## config.mk

```make
export PLATFORM = sky130hd
export DESIGN_NAME = display_arbiter
export DESIGN_NICKNAME = d
export VERILOG_FILES = /design/src/rtl/disp_pkg.sv /design/src/rtl/rr_pick.sv /design/src/rtl/display_arbiter.sv
export SDC_FILE = /design/constraint.sdc
export NUM_CORES = 1
export LEC_CHECK = 0
export CAP_MARGIN = 20
export CORE_MARGIN = 3
export CORE_UTILIZATION = 52
export DETAILED_ROUTE_END_ITERATION = 7
export PLACE_DENSITY = 0.81
export SLEW_MARGIN = 20
export SYNTH_ARGS = -nofsm -noshare
export SYNTH_HDL_FRONTEND = slang
export SYNTH_SLANG_ARGS = --single-unit
```

## constraint.sdc

```tcl
create_clock -name clk_i -period 2.4 [get_ports clk_i]
set_input_delay 0.48 -clock clk_i [delete_from_list [all_inputs] [get_ports clk_i]]
set_output_delay 0.48 -clock clk_i [all_outputs]
set_load 0.05 [all_outputs]
```

## src/rtl/disp_pkg.sv

```systemverilog
// Shared types and constants for the seven-segment display arbiter.
//   disp_arb_state_t : arbiter FSM state (IDLE / OWN)
//   DIGITS, NIBBLE_W : display geometry (4 digits of 4-bit nibbles)
//   VALUE_W          : width of one requester's display value
//   disp_value_t     : one requester's 16-bit display value
package disp_pkg;

    typedef enum logic {IDLE, OWN} disp_arb_state_t;

    localparam int unsigned DIGITS   = 4;
    localparam int unsigned NIBBLE_W = 4;
    localparam int unsigned VALUE_W  = DIGITS * NIBBLE_W;

    typedef logic [VALUE_W-1:0] disp_value_t;

endpackage

```

## src/rtl/rr_pick.sv

```systemverilog
// Combinational requester picker for the display arbiter.
// Default build: round-robin search starting at ptr_i+1 and wrapping modulo NREQ.
// With DISP_ARB_FIXED_PRIO_EN defined: fixed priority, lowest index wins, and ptr_i is ignored.
// Ports:
//   req_i      : per-requester request vector
//   ptr_i      : round-robin pointer (last winner)
//   excl_en_i  : when high, requester excl_idx_i may not win
//   excl_idx_i : excluded requester index
//   valid_o    : a winner was found
//   idx_o      : winner index (0 when valid_o is low)
module rr_pick #(
    parameter int unsigned NREQ  = 2,
    parameter int unsigned IDX_W = 1
) (
    input  logic [NREQ-1:0]  req_i,
    input  logic [IDX_W-1:0] ptr_i,
    input  logic             excl_en_i,
    input  logic [IDX_W-1:0] excl_idx_i,
    output logic             valid_o,
    output logic [IDX_W-1:0] idx_o
);

`ifdef DISP_ARB_FIXED_PRIO_EN
    logic unused_ptr;
    assign unused_ptr = ^ptr_i;

    always_comb begin
        valid_o = 1'b0;
        idx_o   = '0;
        for (int unsigned k = 0; k < NREQ; k++) begin
            if (!valid_o && req_i[k] && !(excl_en_i && excl_idx_i == IDX_W'(k))) begin
                valid_o = 1'b1;
                idx_o   = IDX_W'(k);
            end
        end
    end
`else
    // Candidate k sits at offset 'off' from the pointer when ptr == (k - off) mod NREQ.
    // Comparing ptr_i against that constant keeps every index static.
    always_comb begin
        valid_o = 1'b0;
        idx_o   = '0;
        for (int unsigned off = 1; off <= NREQ; off++) begin
            for (int unsigned k = 0; k < NREQ; k++) begin
                if (!valid_o && ptr_i == IDX_W'((k + NREQ - off) % NREQ) && req_i[k] &&
                    !(excl_en_i && excl_idx_i == IDX_W'(k))) begin
                    valid_o = 1'b1;
                    idx_o   = IDX_W'(k);
                end
            end
        end
    end
`endif

endmodule

```

## src/rtl/display_arbiter.sv

```systemverilog
// Shares the 4-digit seven-segment display between NREQ requesters.
// Round-robin arbitration with a minimum hold time per owner; the owner's
// 16-bit value is registered and split into four nibbles for the mux.
// Optional macro DISP_ARB_FIXED_PRIO_EN: fixed priority (lowest index wins);
// requester 0 preempts any owner immediately, other owners honour the hold time.
// Ports:
//   clk_i            : system clock
//   rst_ni           : synchronous active-low reset
//   req_i[NREQ]      : level-sensitive display requests
//   data_i[16*NREQ]  : requester k value at bits [16k+15:16k]
//   gnt_o[NREQ]      : registered one-hot grant, zero when idle
//   owner_o          : current or last owner index
//   busy_o           : high while a grant is active
//   in0_o..in3_o     : registered nibbles, in0_o = value[3:0] (rightmost digit)
module display_arbiter
    import disp_pkg::*;
#(
    parameter int unsigned NREQ        = 2,
    parameter int unsigned HOLD_CYCLES = 50_000_000
) (
    input  logic                                            clk_i,
    input  logic                                            rst_ni,
    input  logic [NREQ-1:0]                                 req_i,
    input  logic [16*NREQ-1:0]                              data_i,
    output logic [NREQ-1:0]                                 gnt_o,
    output logic [((NREQ > 1) ? $clog2(NREQ) : 1)-1:0]      owner_o,
    output logic                                            busy_o,
    output logic [3:0]                                      in0_o,
    output logic [3:0]                                      in1_o,
    output logic [3:0]                                      in2_o,
    output logic [3:0]                                      in3_o
);

    localparam int unsigned HOLD_W = $clog2(HOLD_CYCLES + 1);
    localparam int unsigned IDX_W  = (NREQ > 1) ? $clog2(NREQ) : 1;
    localparam logic [HOLD_W-1:0] CNT_ONE  = 1;
    localparam logic [HOLD_W-1:0] CNT_DONE = HOLD_W'(HOLD_CYCLES);

    disp_arb_state_t   state_q, state_d;
    logic [IDX_W-1:0]  owner_q, owner_d;
    logic [IDX_W-1:0]  ptr_q, ptr_d;
    logic [HOLD_W-1:0] cnt_q, cnt_d;
    logic [NREQ-1:0]   gnt_q, gnt_d;
    disp_value_t       value_q, value_d;

    logic              pick_valid;
    logic [IDX_W-1:0]  pick_idx;
    logic              owner_req;
    logic              hold_done;

    // While owning, the current owner is excluded so a switch always goes to someone else.
    rr_pick #(
        .NREQ  (NREQ),
        .IDX_W (IDX_W)
    ) u_pick (
        .req_i      (req_i),
        .ptr_i      (ptr_q),
        .excl_en_i  (state_q == OWN),
        .excl_idx_i (owner_q),
        .valid_o    (pick_valid),
        .idx_o      (pick_idx)
    );

    assign hold_done = (cnt_q == CNT_DONE);

    always_comb begin
        owner_req = 1'b0;
        for (int unsigned k = 0; k < NREQ; k++) begin
            if (owner_q == IDX_W'(k)) owner_req = req_i[k];
        end
    end

    always_comb begin
        state_d = state_q;
        owner_d = owner_q;
        ptr_d   = ptr_q;
        cnt_d   = cnt_q;
        unique case (state_q)
            IDLE: begin
                if (pick_valid) begin
                    state_d = OWN;
                    owner_d = pick_idx;
                    ptr_d   = pick_idx;
                    cnt_d   = '0;
                end
            end
            OWN: begin
                if (!owner_req) begin
                    // Pointer keeps the old owner so it becomes lowest priority.
                    state_d = IDLE;
`ifdef DISP_ARB_FIXED_PRIO_EN
                end else if (owner_q != '0 && req_i[0]) begin
                    owner_d = '0;
                    ptr_d   = '0;
                    cnt_d   = '0;
                end else if (owner_q != '0 && hold_done && pick_valid) begin
`else
                end else if (hold_done && pick_valid) begin
`endif
                    owner_d = pick_idx;
                    ptr_d   = pick_idx;
                    cnt_d   = '0;
                end else if (!hold_done) begin
                    cnt_d = cnt_q + CNT_ONE;
                end
            end
            default: state_d = IDLE;
        endcase
    end

    // Grant and display value follow the next owner; in IDLE the display freezes.
    always_comb begin
        gnt_d   = '0;
        value_d = value_q;
        if (state_d == OWN) begin
            for (int unsigned k = 0; k < NREQ; k++) begin
                if (owner_d == IDX_W'(k)) begin
                    gnt_d[k] = 1'b1;
                    value_d  = data_i[k*VALUE_W +: VALUE_W];
                end
            end
        end
    end

    always_ff @(posedge clk_i) begin
        if (!rst_ni) begin
            state_q <= IDLE;
            owner_q <= '0;
            ptr_q   <= IDX_W'(NREQ - 1);
            cnt_q   <= '0;
            gnt_q   <= '0;
            value_q <= '0;
        end else begin
            state_q <= state_d;
            owner_q <= owner_d;
            ptr_q   <= ptr_d;
            cnt_q   <= cnt_d;
            gnt_q   <= gnt_d;
            value_q <= value_d;
        end
    end

    assign gnt_o   = gnt_q;
    assign owner_o = owner_q;
    assign busy_o  = (state_q == OWN);
    assign in0_o   = value_q[3:0];
    assign in1_o   = value_q[7:4];
    assign in2_o   = value_q[11:8];
    assign in3_o   = value_q[15:12];

endmodule

```

Word-level counts from Yosys, hierarchy flattened
Cells that the tools add are included.
{ "word_totals": {"wordCells": 64, "output_inout_bits": 20, "ff_bits": 47, "input_bits": 36} }
{ "classes": {"reduce_logical": 22, "mux": 27, "n_eq_ne": 5, "n_addsub": 1, "bitwise": 3} }
{ "op_table": {"columns": ["cell", "n"], "rows": [
  ["$mux 26", 4],
  ["$pmux 26 s2", 1],
  ["$add 26x1->26 const B", 1],
  ["$eq 26x26->1 const B", 1],
  ["$mux 1", 18],
  ["$mux 16", 1],
  ["$logic_and 1x1->1", 14],
  ["$pmux 1 s2", 3],
  ["$reduce_and 3->1", 2],
  ["$logic_not 1->1", 5],
  ["$ne 2x1->1 const B", 2],
  ["$ne 3x2->1 const B", 1],
  ["$not 1->1", 3],
  ["$ne 2x2->1 const B", 1],
  ["$reduce_and 2->1", 1]
]} }

Longest topological paths before layout
{ "logic_depth": {"word_depth": 25, "mapped_depth": 9} }

Modules after synthesis
Synthesis repeated with hierarchy kept, for this count alone.
{ "unflattened": {"hier_cells": 252, "hier_area_um2": 2200.9} }
{ "by_module_without_submodules": {"columns": ["mod", "cells_per_inst", "instances", "area_per_inst_um2"], "rows": [
  ["display_arbiter", 245, 1, 2164.6],
  ["rr_pick", 7, 1, 36.3]
]} }

Worst setup path after synthesis
No wires, ideal clock.
{ "synth_path": {"kind": "register to register", "from": "register owner_q, in the netlist owner_o", "to": "register cnt_q[25]", "path_stages_with_launch": 7, "setup_time_ps": 71, "arrival_time_ps": 2127, "period_less_slack_ps": 2198, "required_ps": 2329, "path_slack_ps": 202, "n_path_buf": 1, "path_cell_list": "dfxtp_1 nand2b_1 o22ai_1 or3_1 buf_2 or4_1 a21oi_1"} }
{ "synth_via": {"elab_chain_cells": 24, "elab_cells_between_ends": 31, "cone_classes": "eq/ne: 3; mux: 8; bitwise: 1; reduce/logical: 19"} }
{ "synth_rtl": {"columns": ["element", "line", "text"], "rows": [
  ["start: declaration", "display_arbiter.sv:40", "logic [IDX_W-1:0] owner_q, owner_d;"],
  ["start signal: assignment", "display_arbiter.sv:135", "owner_q <= owner_d;"],
  ["$not 1->1", "rr_pick.sv:46", "!(excl_en_i && excl_idx_i == IDX_W'(k))) begin"],
  ["$logic_and 1x1->1", "rr_pick.sv:46", null],
  ["$logic_not 1->1", "rr_pick.sv:46", null],
  ["$logic_and 1x1->1", "rr_pick.sv:45", "if (!valid_o && ptr_i == IDX_W'((k + NREQ - off) % NREQ) && req_i[k] &&"],
  ["$mux 1", "rr_pick.sv:45", null],
  ["$logic_not 1->1", "rr_pick.sv:45", null],
  ["$logic_and 1x1->1 (3 in series)", "rr_pick.sv:45", null],
  ["$mux 1", "rr_pick.sv:45", null],
  ["(+4 left out)", null, null],
  ["$mux 1", "rr_pick.sv:45", null],
  ["$logic_not 1->1", "rr_pick.sv:45", null],
  ["$logic_and 1x1->1 (3 in series)", "rr_pick.sv:45", null],
  ["$mux 1", "rr_pick.sv:45", null],
  ["$logic_and 1x1->1", "display_arbiter.sv:98", "end else if (hold_done && pick_valid) begin"],
  ["$mux 26", "display_arbiter.sv:98", null],
  ["$mux 26", "display_arbiter.sv:88", "if (!owner_req) begin"],
  ["$pmux 26 s2", "display_arbiter.sv:78", "unique case (state_q)"],
  ["end signal: assignment", "display_arbiter.sv:137", "cnt_q <= cnt_d;"],
  ["end: declaration", "display_arbiter.sv:42", "logic [HOLD_W-1:0] cnt_q, cnt_d;"]
]} }
Parallel ways exist; a longest one is shown, timed or not. The select of a mux whose other input is x is not followed.
A chain may end at the register's enable or synchronous reset.

Worst setup path after layout
{ "layout_path": {"from": "input port req_i[0]", "to": "register cnt_q[25]"} }
{ "layout_via": {"elab_chain_cells": 22, "elab_cells_between_ends": 27, "cone_classes": "eq/ne: 3; mux: 8; reduce/logical: 16"} }
{ "layout_rtl": {"columns": ["element", "line", "text"], "rows": [
  ["start: declaration", "display_arbiter.sv:23", "input logic [NREQ-1:0] req_i,"],
  ["$logic_and 1x1->1 (2 in series)", "rr_pick.sv:45", null],
  ["$mux 1", "rr_pick.sv:45", null],
  ["$logic_not 1->1", "rr_pick.sv:45", null],
  ["$logic_and 1x1->1 (3 in series)", "rr_pick.sv:45", null],
  ["$mux 1", "rr_pick.sv:45", null],
  ["$logic_not 1->1", "rr_pick.sv:45", null],
  ["$logic_and 1x1->1 (3 in series)", "rr_pick.sv:45", null],
  ["$mux 1", "rr_pick.sv:45", null],
  ["$logic_not 1->1", "rr_pick.sv:45", null],
  ["$logic_and 1x1->1 (3 in series)", "rr_pick.sv:45", null],
  ["$mux 1", "rr_pick.sv:45", null],
  ["$logic_and 1x1->1", "display_arbiter.sv:98", null],
  ["$mux 26", "display_arbiter.sv:98", null],
  ["$mux 26", "display_arbiter.sv:88", null],
  ["$pmux 26 s2", "display_arbiter.sv:78", null]
]} }
Parallel ways exist; a longest one is shown, timed or not. The select of a mux whose other input is x is not followed.

==> results by group <==
Power and ir drop
  • Tot Pwr: around 1.9 mW
  • Sequential share of power: around 45%
  • P_sw: between 0.6 and 0.7 mW
  • Pint: 1.29 mW
  • P_leak: approximately 1.3 nW
  • Power share of the clock group: 28.6%
  • Maximum vdd drop: 0.350 mV
  • Comb pwr share: 26.5%
  • Pwr Density: 516 nW/µm²
  • Sw Share: between 30% and 40%

Detailed routing
  • Post-DRT Antenna Nets: 0
  • Mean routed wirelength per cell: 16.8 µm
  • Iter 0 DRT Violations: about 280
  • First-pass DRT Iterations: 5
  • Via Count: slightly below 3000
  • Via-to-Cell Ratio: around 6.3
  • Post-route DRC: 0
  • WL final: 7880 µm

Place
  • Dpl ws: -208 ps
  • Hpwl dp: 5610 µm
  • I/O Buffers: between 50 and 60
  • Global placer's final weighted congestion: ~0.9

Finish
  • # diodes: 0
  • Layout cells sized above 1: between 10 and 15%
  • Final #Nets: 440
  • Layout area overhead: 31.7%

Synthesis
  • Asr flop ratio synth: 0%
  • Most instantiated cells after synthesis: 47 x dfxtp_1, 26 x nand3_1, 24 x nand4_1, 23 x clkbuf_1, 20 x nand2_1
  • Mux cell area share after synthesis: between 5 and 6%
  • Largest family of logic cells by synthesized area: simple AND/OR/NAND/NOR gates
  • Top area cells in the synthesized netlist: dfxtp_1 34%, mux2i_1 5.4%, nand4_1 5.4%
  • #FFs+latches synth: 47
  • Synth Area per Inst: 8.20 µm²
  • Compound-gate portion of the synthesized area: 23.4%
  • Post-Synthesis Cells: approximately 340
  • Sequential share of the synthesized area: 33.9%
  • Yosys top cell area share: 33.9%
  • Area share of fa/ha/maj cells after synthesis: less than 1%
  • Ys flop type: dfxtp_1
  • Number of synthesized flops with an enable pin: 0
  • Most frequent cell after synthesis: dfxtp_1
  • Synthesized area: approximately 2800 µm²
  • Distinct cells, synth: 56
  • Post-synthesis simple-gate area fraction: 29.0%
  • Post-Synth XOR/XNOR Area: between 1 and 1.5%
  • Syn_nets: roughly 380
  • Synth Warn #: 0
  • Dominant cell type by area after synthesis: dfxtp_1

Critical path
  • Crit-path max FO: 8
  • Crit path arrival time: between 2000 and 2500 ps
  • Worst setup EP type: flop
  • Worst path required time: 2640 ps
  • Crit path kind: in -> reg
  • Worst setup SP type: input port

Floorplan
  • Die ar.: 6260 µm²
  • Die height: just under 80 µm
  • I/O pin cnt: 56
  • Initial core utilization: around 56%
  • Core area: between 4000 and 5000 µm²
  • Chip Width: ~79 µm
  • Site row count: 25

STA
  • Final worst slack: roughly 170 ps
  • Max-slew headroom: a little under three fifths
  • RSZ-0062 raised after global routing: false
  • Final Max Tran Viols: 0
  • Final Setup Violations: 0
  • Final Hold Vio Count: 0
  • Crit share post-route: about 93%
  • F_max: roughly 450 MHz
  • Crit path time final: around 2200 ps
  • Worst-Margin Slew: between 600 and 700 ps
  • Setup Skew: between 9 and 10 ps

CTS
  • Max clock buf depth: 2
  • Clk_lat worst skew: ~300 ps
  • Cts hold-fix bufs: 0
  • Root Driver: clkbuf_8
  • Clock-pin slew on the worst setup and hold paths: roughly 90 ps
  • H-tree levels: 2
  • CTS tree: yes
  • Clk sink count: 47
  • TritonCTS Buffers: 5

Global route
  • GRT overflow: 0
  • First-pass GRT wire length: 13200 µm
  • Pin count of the biggest net entering global routing: 27
  • Initial antenna violation count: 0
  • Total GRT Usage: between 20 and 30%
  • Vias in the first global route: approximately 2700

Worst hold path
  • Hold crit path type: reg -> reg

Job
  • Max-cap violations: 0

Outcome
  • Status: finished, final reports clean
## timing repair
item | CTS | global route
endpoints found under the setup margin | 0 | 11
buffers inserted | 0 | 3
resized for setup | 0 | 5
## per-stage QoR
| stage | TNS (ps) | util [%] | cell area, µm² | hold WS [ps] | std cells |
|---|---|---|---|---|---|
| 4_1_cts | 0 | 73.0 | 3610 | 495 | 467 |
| 5_1_grt | 0 | 74.1 | 3660 | 515 | 470 |
| 3_5_place_dp | -974 | 70.9 | 3500 | 473 | 459 |
| 2_1_floorplan | 0 | - | 2780 | 453 | 339 |
| 3_3_place_gp | -606 | 70.9 | 3500 | 467 | 459 |
| 6_report | 0 | 74.1 | 3660 | 494 | 470 |
## worst max-delay path, stage by stage
cell,delay (ps)
clkdlybuf4s50_1,500
a21boi_0,250
o22ai_1,150
or3_4,460
or4_1,480
a21oi_1,150
## kinds of logic (layout without fill, tap and decap cells)
logic type,count (synthesis),in the layout
buffers and inverters,45,109
DFF,47,47
muxes,15,15
AOI/OAI and AO/OA,90,90
and+or+nand+nor,136,136
adders and majority gates,2,2
xor gates and xnor gates,4,4
## state kept, by name, summed over array words and instances (netlist names)
name and cells:
value_q 16, gnt_o 2, cnt_q 26, busy_o 1, owner_o 1, ptr_q 1
## cell type report
class                           count  area, µm²
Clock buffer                        7       96.3
Clock inverter                      1       7.51
Fill cell                         400       1280
Inverter                           17       63.8
Multi-Input combinational cell    247       1700
Sequential cell                    47        941
Tap cell                           67       83.8
Timing Repair Buffer               84        768
## power by group through the flow
stage	Clock [mW]	Combinational [mW]	Sequential, mW
final	0.541	0.501	0.847
after CTS	0.548	0.493	0.847
after global routing	0.580	0.533	0.853
after floorplan	0	0.166	0.984
after detailed placement	0	0.490	0.864
after global placement	0	0.484	0.864
## routing by layer
layer | track usage (%) | up-vias | share of wire, %
li1 | - | 1443 | -
met2 | 40.7 | 128 | 46
met4 | 4.81 | 0 | 0.94
met5 | 0 | - | 0
met1 | 36.8 | 1400 | 46
met3 | 4.65 | 11 | 7.4
## layout by cell type (no fill, tap or decap), drive strengths merged, types with 10 or more instances in the layout
cell type and n:
nor2 10, nand4 25, o21ai 15, inv 17, nand3 26, mux2i 15, a21oi 15, a32oi 11
clkdlybuf4s50 55, nand2 22, dfxtp 47, a211o 11, buf 29
## worst paths after layout
| path | end | depth (start not counted) | slack [ps] | startpoint |
|---|---|---|---|---|
| worst max-delay path | cnt_q[25]$_SDFFE_PN0P_ | 6 | 170 | req_i[0] |
| worst min-delay path | value_q[7]$_SDFFE_PN0P_ | 2 | 490 | value_q[7]$_SDFFE_PN0P_ |
| worst max register to register | value_q[2]$_SDFFE_PN0P_ | 7 | 250 | cnt_q[0]$_SDFFE_PN0P_ |
| worst min register to register | value_q[7]$_SDFFE_PN0P_ | 2 | 490 | value_q[7]$_SDFFE_PN0P_ |
No activity file was read; power rests on OpenSTA's default activity.
